--- src/rtl/uart_pkg.sv ---
// Shared definitions for the memory-mapped UART transmitter: FSM states,
// register offsets and STATUS bit positions.
package uart_pkg;

  typedef enum logic [1:0] {
    IDLE  = 2'd0,
    START = 2'd1,
    DATA  = 2'd2,
    STOP  = 2'd3
  } tx_state_e;

  localparam logic [15:0] TXDATA_OFS = 16'd0;
  localparam logic [15:0] STATUS_OFS = 16'd4;

  localparam int FULL  = 0;
  localparam int EMPTY = 1;
  localparam int BUSY  = 2;
  localparam int OVF   = 3;

  function automatic logic [31:0] status_word(input logic full, input logic empty,
                                              input logic busy, input logic ovf);
    logic [31:0] w;
    w       = '0;
    w[FULL]  = full;
    w[EMPTY] = empty;
    w[BUSY]  = busy;
    w[OVF]   = ovf;
    return w;
  endfunction

endpackage

--- src/rtl/byte_fifo.sv ---
// Single-clock byte FIFO with first-word fall-through output so the consumer
// can load dout on the same edge it pops.
module byte_fifo #(
  parameter int DEPTH = 8
) (
  input  logic                     clk,
  input  logic                     key,
  input  logic                     push,
  input  logic                     pop,
  input  logic [7:0]               din,
  output logic [7:0]               dout,
  output logic                     full,
  output logic                     empty,
  output logic [$clog2(DEPTH):0]   count
);

  localparam int AW = $clog2(DEPTH);

  logic [7:0]    mem [DEPTH];
  logic [AW-1:0] wr_ptr_reg;
  logic [AW-1:0] rd_ptr_reg;
  logic [AW:0]   count_reg;
  logic          push_ok;
  logic          pop_ok;

  // Full/empty come from the pre-edge count, so a push while full is dropped
  // even when a pop happens in the same cycle.
  assign push_ok = push && !full;
  assign pop_ok  = pop && !empty;

  always_ff @(posedge clk) begin
    if (push_ok) begin
      mem[wr_ptr_reg] <= din;
    end
  end

  always_ff @(posedge clk) begin
    if (key) begin
      wr_ptr_reg <= '0;
      rd_ptr_reg <= '0;
      count_reg  <= '0;
    end else begin
      if (push_ok) begin
        wr_ptr_reg <= wr_ptr_reg + 1'b1;
      end
      if (pop_ok) begin
        rd_ptr_reg <= rd_ptr_reg + 1'b1;
      end
      case ({push_ok, pop_ok})
        2'b10:   count_reg <= count_reg + 1'b1;
        2'b01:   count_reg <= count_reg - 1'b1;
        default: count_reg <= count_reg;
      endcase
    end
  end

  assign dout  = mem[rd_ptr_reg];
  assign full  = (count_reg == (AW+1)'(DEPTH));
  assign empty = (count_reg == '0);
  assign count = count_reg;

endmodule

--- src/rtl/uart_tx_mmio.sv ---
// Memory-mapped 8N1 UART transmitter: TXDATA pushes into a byte FIFO, the FSM
// drains it LSB first on tx, STATUS reports FIFO/line state and overflow.
module uart_tx_mmio
  import uart_pkg::*;
#(
  parameter int          CLKS_PER_BIT = 434,
  parameter int          FIFO_DEPTH   = 8,
  parameter logic [15:0] BASE_ADDR    = 16'hFF00
) (
  input  logic        clk,
  input  logic        key,
  input  logic        en,
  input  logic [15:0] addr,
  input  logic [31:0] wdata,
  output logic [31:0] rdata,
  output logic        tx,
  output logic        busy
);

  localparam int          BW          = $clog2(CLKS_PER_BIT);
  localparam int          CW          = $clog2(FIFO_DEPTH) + 1;
  localparam logic [BW-1:0] BAUD_LAST = BW'(CLKS_PER_BIT - 1);
  localparam logic [15:0] TXDATA_ADDR = BASE_ADDR + TXDATA_OFS;
  localparam logic [15:0] STATUS_ADDR = BASE_ADDR + STATUS_OFS;

  tx_state_e     state_reg;
  logic [BW-1:0] baud_reg;
  logic [2:0]    bit_idx_reg;
  logic [7:0]    shift_reg;
  logic          tx_reg;
  logic          busy_reg;
  logic          overflow_reg;

  logic          wr_txdata;
  logic          wr_status;
  logic          push_ok;
  logic          pop_req;
  logic          baud_end;
  logic          idle_next;
  logic          fifo_empty_next;
  logic          busy_next;
  logic [7:0]    fifo_dout;
  logic          fifo_full;
  logic          fifo_empty;
  logic [CW-1:0] fifo_count;
  logic          unused_wdata;

  assign wr_txdata    = en && (addr == TXDATA_ADDR);
  assign wr_status    = en && (addr == STATUS_ADDR);
  assign push_ok      = wr_txdata && !fifo_full;
  assign baud_end     = (baud_reg == BAUD_LAST);
  assign pop_req      = !fifo_empty && ((state_reg == IDLE) || ((state_reg == STOP) && baud_end));
  assign unused_wdata = ^wdata[31:8];

  // busy tracks next-state values so it drops on the edge the line goes idle.
  assign idle_next       = fifo_empty && ((state_reg == IDLE) || ((state_reg == STOP) && baud_end));
  assign fifo_empty_next = fifo_empty ? !push_ok
                                      : ((fifo_count == CW'(1)) && pop_req && !push_ok);
  assign busy_next       = !idle_next || !fifo_empty_next;

  byte_fifo #(
    .DEPTH (FIFO_DEPTH)
  ) u_fifo (
    .clk   (clk),
    .key   (key),
    .push  (wr_txdata),
    .pop   (pop_req),
    .din   (wdata[7:0]),
    .dout  (fifo_dout),
    .full  (fifo_full),
    .empty (fifo_empty),
    .count (fifo_count)
  );

  always_ff @(posedge clk) begin
    if (key) begin
      state_reg   <= IDLE;
      baud_reg    <= '0;
      bit_idx_reg <= '0;
      shift_reg   <= '0;
      tx_reg      <= 1'b1;
      busy_reg    <= 1'b0;
    end else begin
      busy_reg <= busy_next;
      case (state_reg)
        IDLE: begin
          if (pop_req) begin
            shift_reg <= fifo_dout;
            tx_reg    <= 1'b0;
            baud_reg  <= '0;
            state_reg <= START;
          end
        end
        START: begin
          if (baud_end) begin
            baud_reg    <= '0;
            tx_reg      <= shift_reg[0];
            bit_idx_reg <= '0;
            state_reg   <= DATA;
          end else begin
            baud_reg <= baud_reg + 1'b1;
          end
        end
        DATA: begin
          if (baud_end) begin
            baud_reg  <= '0;
            shift_reg <= shift_reg >> 1;
            if (bit_idx_reg == 3'd7) begin
              tx_reg    <= 1'b1;
              state_reg <= STOP;
            end else begin
              tx_reg      <= shift_reg[1];
              bit_idx_reg <= bit_idx_reg + 3'd1;
            end
          end else begin
            baud_reg <= baud_reg + 1'b1;
          end
        end
        STOP: begin
          if (baud_end) begin
            baud_reg <= '0;
            // Chain straight into the next start bit when more data is queued.
            if (pop_req) begin
              shift_reg <= fifo_dout;
              tx_reg    <= 1'b0;
              state_reg <= START;
            end else begin
              state_reg <= IDLE;
            end
          end else begin
            baud_reg <= baud_reg + 1'b1;
          end
        end
        default: begin
          state_reg <= IDLE;
          tx_reg    <= 1'b1;
        end
      endcase
    end
  end

  // A new overflow in the same cycle as a clear wins.
  always_ff @(posedge clk) begin
    if (key) begin
      overflow_reg <= 1'b0;
    end else if (wr_txdata && fifo_full) begin
      overflow_reg <= 1'b1;
    end else if (wr_status && wdata[3]) begin
      overflow_reg <= 1'b0;
    end
  end

  always_comb begin
    rdata = '0;
    if (addr == STATUS_ADDR) begin
      rdata = status_word(fifo_full, fifo_empty, state_reg != IDLE, overflow_reg);
    end
  end

  assign tx   = tx_reg;
  assign busy = busy_reg;

endmodule
--- config.mk ---
export PLATFORM = sky130hd
export DESIGN_NAME = uart_tx_mmio
export DESIGN_NICKNAME = d
export VERILOG_FILES = /design/src/rtl/uart_pkg.sv /design/src/rtl/byte_fifo.sv /design/src/rtl/uart_tx_mmio.sv
export SDC_FILE = /design/constraint.sdc
export NUM_CORES = 1
export LEC_CHECK = 0
export ABC_CLOCK_PERIOD_IN_PS = 3700
export CAP_MARGIN = 5
export CELL_PAD_IN_SITES_DETAIL_PLACEMENT = 1
export CELL_PAD_IN_SITES_GLOBAL_PLACEMENT = 1
export CORE_ASPECT_RATIO = 1.25
export CORE_MARGIN = 2
export CORE_UTILIZATION = 37
export CTS_BUF_LIST = sky130_fd_sc_hd__clkbuf_4
export DETAILED_ROUTE_END_ITERATION = 12
export DONT_BUFFER_PORTS = 1
export PLACE_DENSITY = 0.61
export SETUP_SLACK_MARGIN = 0.1
export SLEW_MARGIN = 10
export SYNTH_ARGS = -nofsm -noshare
export SYNTH_HDL_FRONTEND = slang
export SYNTH_HIERARCHICAL = 1
export SYNTH_SLANG_ARGS = --single-unit
--- constraint.sdc ---
create_clock -name clk -period 3.7 [get_ports clk]
set_input_delay 0.555 -clock clk [delete_from_list [all_inputs] [get_ports clk]]
set_output_delay 0.555 -clock clk [all_outputs]
set_load 0.03 [all_outputs]
### Yosys cells after proc, flatten, opt, wreduce, memory -nomap -nowiden

Memory sizes are Yosys's and may differ from the RTL's. A register that Yosys moved wholly into a read port is not among the register bits.
Cells that the tools add are included.
Widths: inputs -> output; s select.

* memory bits (writable): 64
* output and inout port bits: 34
* register bits after elaboration: 35
* memories: 1
* input bits: 51

Memory list
* u_fifo.mem: depth 8, bits a word 8, rd ports 1, clocked after memory_dff 1, write ports 1, line byte_fifo.sv:19 `logic [7:0] mem [DEPTH];`

* equal/unequal tests: 17
* mux-type cells: 33
* reduce and logical (&&, ||, !) cells: 30
* add/sub/neg operators: 6

Operator list (count)
* $eq 16x16->1 const B: 2
* $mux 8: 3
* $pmux 8 s3: 1
* $mux 9: 2
* $pmux 9 s2: 1
* $mux 3: 5
* $ne 2x2->1 const B: 6
* $logic_and 1x1->1: 11
* $mux 1: 11
* $mux 2: 5
* $add 3x1->3 const B: 3
* $add 9x1->9 const B: 1
* $eq 9x9->1 const B: 1
* $pmux 2 s4: 1
* $pmux 4 s2: 1
* $reduce_bool 2->1: 4
* $eq 2x2->1 const B: 3
* $pmux 3 s2: 1
* $reduce_and 3->1: 2
* $logic_not 1->1: 5
* $reduce_and 5->1: 1
* $add 4x1->4 const B: 1
* $eq 2x1->1 const B: 2
* $eq 4x1->1 const B: 1
* other kinds (11): 12

### Depth between registers and ports, before layout

Gate-level depths: netlist (run 1).

* depth in word-level cells: 9
* depth in mapped cells: 13
* mapped depth without buffers: 13

### Modules after synthesis

Netlist (run 1), hierarchy kept.

By module, submodules not included
* byte_fifo: cells each 167, sequential area each 2182.1 µm², area each 3150.5 µm², times used 1
* uart_tx_mmio: cells each 208, sequential area each 500.5 µm², area each 1775.5 µm², times used 1

### Worst setup path after synthesis (run 1)

OpenSTA, ideal clock, no wires.

* path kind: input to register
* start: input port addr[1]
* end: register u_fifo.count_reg[2] (netlist: u_fifo/count[2])
* data arrival time: 2.918 ns
* buffers on the path: 0
* stages on the path: 11
* data required time: 3.629 ns
* path slack: 0.711 ns
* library setup time: 0.071 ns
* path through: nor4_1 and4_1 nor2b_1 nand2_8 ha_1 xor2_1 ha_1 a21oi_1 xor2_1 or3_1 a21oi_1

* word-level cells in the longest chain between the ends: 5
* elaborated cells on any way between the ends: 7

Ends and longest elaborated chain
* start: declaration: line uart_tx_mmio.sv:13 `input logic [15:0] addr,`
* $eq 16x16->1 *: line uart_tx_mmio.sv:48 `assign wr_txdata = en && (addr == TXDATA_ADDR);`
* $logic_and 1x1->1 *: line uart_tx_mmio.sv:48
* via wr_txdata: line uart_tx_mmio.sv:34 `logic wr_txdata;`
* $logic_and 1x1->1 *: line byte_fifo.sv:28 `assign push_ok = push && !full;`
* $eq 2x1->1 or $eq 2x2->1 (tied branches): line byte_fifo.sv:49 `case ({push_ok, pop_ok})`
* $pmux 4 s2 or $reduce_bool 2->1 (tied branches)
* end signal: assignment: line byte_fifo.sv:50 `2'b10: count_reg <= count_reg + 1'b1;`
* end signal: assignment: line byte_fifo.sv:51 `2'b01: count_reg <= count_reg - 1'b1;`
* end signal: assignment: line byte_fifo.sv:52 `default: count_reg <= count_reg;`
* end: declaration: line byte_fifo.sv:22 `logic [AW:0] count_reg;`

Mark *: on every way through the listed nets, which the timed path passes. The rest lies on a longest branch.
A chain may end at the register's enable or synchronous reset.

### Worst setup path in the final report (run 1)

* start: register baud_reg[0]
* end: register u_fifo.count_reg[2] (netlist: u_fifo/count[2])

* word-level cells in the longest chain between the ends: 7
* elaborated cells on any way between the ends: 9

Ends and longest elaborated chain
* start: declaration: line uart_tx_mmio.sv:27 `logic [BW-1:0] baud_reg;`
* start signal: assignment: line uart_tx_mmio.sv:101 `baud_reg <= baud_reg + 1'b1;`
* start signal: assignment: line uart_tx_mmio.sv:116 `baud_reg <= baud_reg + 1'b1;`
* start signal: assignment: line uart_tx_mmio.sv:131 `baud_reg <= baud_reg + 1'b1;`
* $eq 9x9->1 *: line uart_tx_mmio.sv:51 `assign baud_end = (baud_reg == BAUD_LAST);`
* $logic_and 1x1->1 *: line uart_tx_mmio.sv:52 `assign pop_req = !fifo_empty && ((state_reg == IDLE) || ((state_reg == STOP) && baud_end));`
* $logic_or 1x1->1 *: line uart_tx_mmio.sv:52
* $logic_and 1x1->1 *: line uart_tx_mmio.sv:52
* via pop_req: line uart_tx_mmio.sv:37 `logic pop_req;`
* $logic_and 1x1->1 *: line byte_fifo.sv:29 `assign pop_ok = pop && !empty;`
* via u_fifo.pop_ok: line byte_fifo.sv:24 `logic pop_ok;`
* $eq 2x1->1 or $eq 2x2->1 (tied branches): line byte_fifo.sv:49
* $pmux 4 s2 or $reduce_bool 2->1 (tied branches)

Marks and branches as above.

==> results of run 1 <==
==> kinds of logic after synthesis <==
family | synth area share
fa+ha+maj | 0.0356
other cells | 0.000761
flops | 0.545
simple gates | 0.134
buf+inv | 0.0701
mux | 0.106
compound gates | 0.0846
xor+xnor | 0.0246
==> final timing paths <==
check | cells after the start | to
setup / recovery | 12 | u_fifo/count[2]
hold / removal | 1 | shift_reg[2]
setup reg to reg | 12 | u_fifo/count[2]
hold reg to reg | 2 | shift_reg[0]
==> area by class of cell <==
| class | instances | share of cell area |
|---|---|---|
| Multi-Input combinational cell | 245 | 0.385 |
| Timing Repair Buffer | 12 | 0.0174 |
| Inverter | 14 | 0.0101 |
| Sequential cell | 102 | 0.517 |
| Tap cell | 171 | 0.0412 |
| Antenna cell | 1 | 0.000482 |
| Clock buffer | 9 | 0.0130 |
| Clock inverter | 6 | 0.0152 |
==> critical path, delay by kind of cell, from the launching register on <==
family          cells  cell delay [ns]
simple gates        3             0.73
compound gates      4             0.63
xor+xnor            2             0.33
flops               1             0.43
fa+ha+maj           3             0.69
==> layer usage <==
layer / wire length, um / GRT usage / vias to the layer above
met1: 4060 / 0.164 / 1434
met5: 0 / 0 / -
met2: 5000 / 0.243 / 33
met3: 199 / 0.0266 / 12
met4: 189 / 0.0642 / 0
li1: - / - / 1366
==> report_power, final <==
part | total [uW] | switching [uW] | internal (uW)
logic | 172 | 127 | 44.8
clock network | 613 | 396 | 217
registers | 1220 | 10.7 | 1210
==> through the flow <==
step / utilization / cells
2_1_floorplan: - / 402
3_3_place_gp: 0.384 / 544
6_report: 0.396 / 560
4_1_cts: 0.395 / 559
5_1_grt: 0.396 / 560
3_5_place_dp: 0.384 / 544
==> synth_stat cells, types with 2 or more instances <==
cell      instances
buf_6             4
mux4_1            8
edfxtp_1         64
ha_1             14
inv_1            14
o21ai_0           4
nand2b_1          9
and4_1            3
nand4_1           5
and2_1            6
nor2b_1          12
buf_2             3
buf_4            28
and3_1            2
xor2_1           11
nor3_1            5
nand3_1           8
or2_2             2
clkbuf_1          5
o211ai_1          2
a221oi_2          7
dfxtp_1          38
nor4_1            4
or3_1             4
mux2_2            9
nand3b_1          2
mux4_2            8
mux2i_1           3
a211oi_1          7
a21oi_1          14
nor2_1           24
a31o_2            2
nand2_1          13
==> flow_summary.json, run 1 <==
{
  "cp.required_ns": 4.11,
  "reg2reg_from": "baud_reg[0]",
  "synth.largest_area_cell": "edfxtp_1",
  "fmax_mhz": 350,
  "yosys.area.top_type_share": 0.390,
  "synth_seq_cells": 102,
  "tightestPinTransition_ns": 0.773,
  "design_area_um2": 5190,
  "yosysUniqueCellTypes": 64,
  "clock_skew_ns": 0.0183,
  "p_leak_uw": 0.00176,
  "worstSetupPathType": "flop to flop",
  "layout-drive-gt1-share": 0.170,
  "mostFrequentLayoutCells": "edfxtp_1, dfxtp_1, conb_1, nor2_1",
  "cts_buffers": 9,
  "post_drt_wl_per_cell_um": 16.9,
  "outcome": "complete, no violations",
  "clkSlewWorstSetupHoldPaths_ns": 0.17,
  "path_max_fanout": 5,
  "finalWorstSetupSlack_ns": 0.842,
  "rrSetupSlack_ns": 0.84,
  "ant_nets": 0,
  "holdWs_ns": 0.138,
  "grt_pass1_wl_um": 14900,
  "yosysSeqAreaShare": 0.545,
  "postSynthCellCount": 375,
  "slew_violations": 0,
  "total_power_uw": 2010,
  "multi_input_area_um2": 2000,
  "core_um2": 13100,
  "root_buffer": "clkbuf_4",
  "synth_area_um2": 4930,
  "dieArea_um2": 14300,
  "worstSetupStartpoint": "baud_reg[0]",
  "rsz0062_at_grt": "no",
  "cts.sinks": 102,
  "ctsHoldBuffers": 0,
  "die_w_um": 107,
  "drcViolationCount": 0,
  "drt-initial-drc-count": 132,
  "fin_crit_ns": 2.86,
  "path_cells": "ha_1 -> and4b_1 -> a31oi_1 -> nor2_1 -> o41a_1 -> ha_1 -> xor2_1 -> ha_1 -> a21oi_1 -> xor2_1 -> or3_1 -> a21oi_1",
  "n_fill_cell": 1381,
  "port_buffers": 0,
  "worstPathArrival_ns": 3.27,
  "place_congestion": 0.717,
  "grt_pass1_vias": 2932,
  "max_stage_delay_ns": 0.43,
  "tritoncts": "built",
  "min-delay-start": "key",
  "largest_reg_flops": 64,
  "syn_avg_cell_area_um2": 13.1,
  "setup_tns_ns": 0,
  "synth-edff-count": 64,
  "grt_max_degree": 31,
  "irDropWorstVdd_v": 0.000271,
  "mostFrequentLayoutCell": "edfxtp_1",
  "endpoint_kind": "flop",
  "io-pin-count": 85,
  "critPathMostFrequentCell": "ha_1",
  "cts_buffer_depth": 2,
  "antenna_found_initial": 1,
  "drt_pre_antenna_iters": 4,
  "hp-class": "input pin to flop",
  "syn_to_final_growth_pct": 5.31,
  "yosys_warnings": 6,
  "maxCapViolCount": 0,
  "cts_resized": 0,
  "via_count": 2845,
  "regArea_um2": 2680,
  "finalSetupViolations": 0,
  "fin_crit_sh": 0.772,
  "nets": 449,
  "crit_slowest_cell": "dfxtp_1",
  "power_density_nw_per_um2": 387,
  "worstSkewPairLatency_ns": 0.48,
  "dpl.hpwl_um": 6660,
  "wl_um": 9450,
  "synth_area_leaders": "edfxtp_1, dfxtp_1, buf_4",
  "hold_viol_final": 0,
  "grt.total_usage": 0.139,
  "die_h_um": 133,
  "post-place-ws_ns": 0.739,
  "placed_area_um2": 5040,
  "h-tree-depth": 3,
  "slew_headroom": 0.484,
  "vias_per_cell": 5.08,
  "async_flop_share": 0,
  "ys.flop_type": "edfxtp_1",
  "start_util": 0.376,
  "num_rows": 47,
  "overflow": 0,
  "cts_setup_buffers": 0,
  "critPathLaunchType": "flop"
}
No activity file was read; power rests on OpenSTA's default activity.
==> inputs of run 2 (changes only) <==
Settings changed: ABC_CLOCK_PERIOD_IN_PS 3700 to 3000.
Clock period 3.7 ns to 3 ns, I/O delays scaled along.
==> flow_summary.json, run 2 (same netlist as run 1, synthesis figures left out) <==
{
  "root_buffer": "clkbuf_4",
  "hp-class": "input pin to flop",
  "dieArea_um2": 14300,
  "n_fill_cell": 1395,
  "dpl.hpwl_um": 6660,
  "min-delay-start": "key",
  "path_cells": "inv_1 -> ha_1 -> and4b_1 -> a31oi_2 -> nor2_1 -> o41a_1 -> ha_1 -> nand3b_1 -> a211o_1 -> a21oi_1 -> mux2_2",
  "rr_endpoint": "u_fifo/count[3]",
  "placed_area_um2": 5050,
  "mostFrequentLayoutCells": "edfxtp_1, dfxtp_1, conb_1, nor2_1",
  "hold_viol_final": 0,
  "drt_pre_antenna_iters": 4,
  "grt_use_met2": 0.251,
  "rsz0062_at_grt": "no",
  "setup_tns_ns": 0,
  "worstSetupPathType": "flop to flop",
  "post_drt_wl_per_cell_um": 17.4,
  "irDropWorstVdd_v": 0.000362,
  "nets": 453,
  "layout-drive-gt1-share": 0.183,
  "path_max_fanout": 5,
  "outcome": "complete, no violations",
  "grt-busiest-layer": "met2",
  "hold_path_depth": 1,
  "io-pin-count": 85,
  "drt-initial-drc-count": 100,
  "grt_max_degree": 25,
  "critical_path.top_delay_family": "compound AO/OA/AOI/OAI gates",
  "min_to": "state_reg[0]",
  "tritoncts": "built",
  "critPathLaunchType": "flop",
  "vias_per_cell": 5.07,
  "gr-usage-met3": 0.0296,
  "cts.sinks": 102,
  "p_leak_uw": 0.00177,
  "ant_nets": 0,
  "fin_crit_ns": 2.68,
  "total_power_uw": 2450,
  "maxCapViolCount": 0,
  "num_rows": 47,
  "die_w_um": 107,
  "worstSkewPairLatency_ns": 0.47,
  "via_count": 2867,
  "die_h_um": 133,
  "slew_violations": 0,
  "fmax_mhz": 373,
  "drcViolationCount": 0,
  "max_stage_delay_ns": 0.40,
  "place_congestion": 0.801,
  "worstPathArrival_ns": 3.06,
  "clkSlewWorstSetupHoldPaths_ns": 0.16,
  "crit_slowest_cell": "dfxtp_1",
  "worst-path-buf-inv": 1,
  "grt.total_usage": 0.145,
  "postLayoutCoreUtil": 0.399,
  "cts_buffer_depth": 2,
  "mostFrequentLayoutCell": "edfxtp_1",
  "post-place-ws_ns": 0.136,
  "cp.required_ns": 3.38,
  "grt_pass1_vias": 2899,
  "design_area_um2": 5230,
  "use_met1": 0.172,
  "cts_buffers": 9,
  "start_util": 0.376,
  "endpoint_kind": "flop",
  "wl_um": 9850,
  "syn_to_final_growth_pct": 6.10,
  "largest_reg_flops": 64,
  "core_um2": 13100,
  "port_buffers": 0,
  "h-tree-depth": 3,
  "reg2regPathDepth": 11,
  "fin_crit_sh": 0.894,
  "critPathMostFrequentCell": "ha_1",
  "finalWorstSetupSlack_ns": 0.318,
  "finalSetupViolations": 0,
  "grt_pass1_wl_um": 15600,
  "reg2reg_from": "baud_reg[1]",
  "rrSetupSlack_ns": 0.32,
  "clock_skew_ns": 0.0212,
  "cts_setup_buffers": 0,
  "antenna_found_initial": 1,
  "overflow": 0,
  "tightestPinTransition_ns": 1.00,
  "power_density_nw_per_um2": 469,
  "slew_headroom": 0.329
}
==> run 2: cell count changes in the layout (fill, tap and decap cells not counted), moves of 2 or more <==
cell,delta
buf_4,+2
clkinv_4,-2
clkinvlp_4,+2
dlygate4sd3_1,+2
==> run 2: worst reg2reg max path, cell delays in order (launching register included) <==
cell and delay, ns:
dfxtp_1 0.40, inv_1 0.06, ha_1 0.18, and4b_1 0.25
a31oi_2 0.26, nor2_1 0.07, o41a_1 0.15, ha_1 0.26
nand3b_1 0.18, a211o_1 0.30, a21oi_1 0.14, mux2_2 0.34
==> run 2: metal layers <==
metal	routed length, um	share of wire
met1	4230	0.43
met2	5150	0.52
met3	241	0.024
met4	235	0.024
met5	0	0
==> run 2: report_power, final <==
| group | leakage (uW) | switching (uW) | internal [uW] | total (uW) |
|---|---|---|---|---|
| Clock | 0.0000713 | 506 | 204 | 710 |
| Combinational | 0.000814 | 169 | 63.9 | 233 |
| Sequential | 0.000881 | 13.2 | 1500 | 1510 |
==> run 2: per-stage QoR <==
| step | hold slack [ns] | cells |
|---|---|---|
| 5_1_grt | 0.00391 | 565 |
| 3_3_place_gp | 0.444 | 546 |
| 4_1_cts | 0.00123 | 563 |
| 2_1_floorplan | 0.443 | 402 |
| 3_5_place_dp | 0.449 | 546 |
| 6_report | 0.0457 | 565 |
==> run 2: final cells by class <==
| class | instances | area (um^2) | share of cell area |
|---|---|---|---|
| clock buffer | 10 | 75.1 | 0.0144 |
| sequential | 102 | 2680 | 0.514 |
| timing repair buffer | 16 | 125 | 0.0239 |
| inverter | 14 | 52.6 | 0.0101 |
| tap | 171 | 214 | 0.0409 |
| antenna | 1 | 2.50 | 0.000479 |
| multi-input combinational | 245 | 2010 | 0.384 |
| clock inverter | 6 | 65.1 | 0.0124 |
==> run 2: worst max-delay path by stage <==
stage	cells past startpoint	end	start
finish	11	u_fifo/count[3]	baud_reg[1]
global route	13	u_fifo/count[2]	baud_reg[1]
CTS	13	u_fifo/count[2]	baud_reg[1]
detailed placement	12	u_fifo/count[2]	addr[1]
global placement	12	u_fifo/count[2]	addr[1]
floorplan	11	u_fifo/count[2]	addr[1]
==> run 2: repair_timing <==
item,CTS,global route
resized for setup,0,3
hold buffers,1,1
endpoints found under the setup margin,0,1
endpoints found under the hold margin,20,4
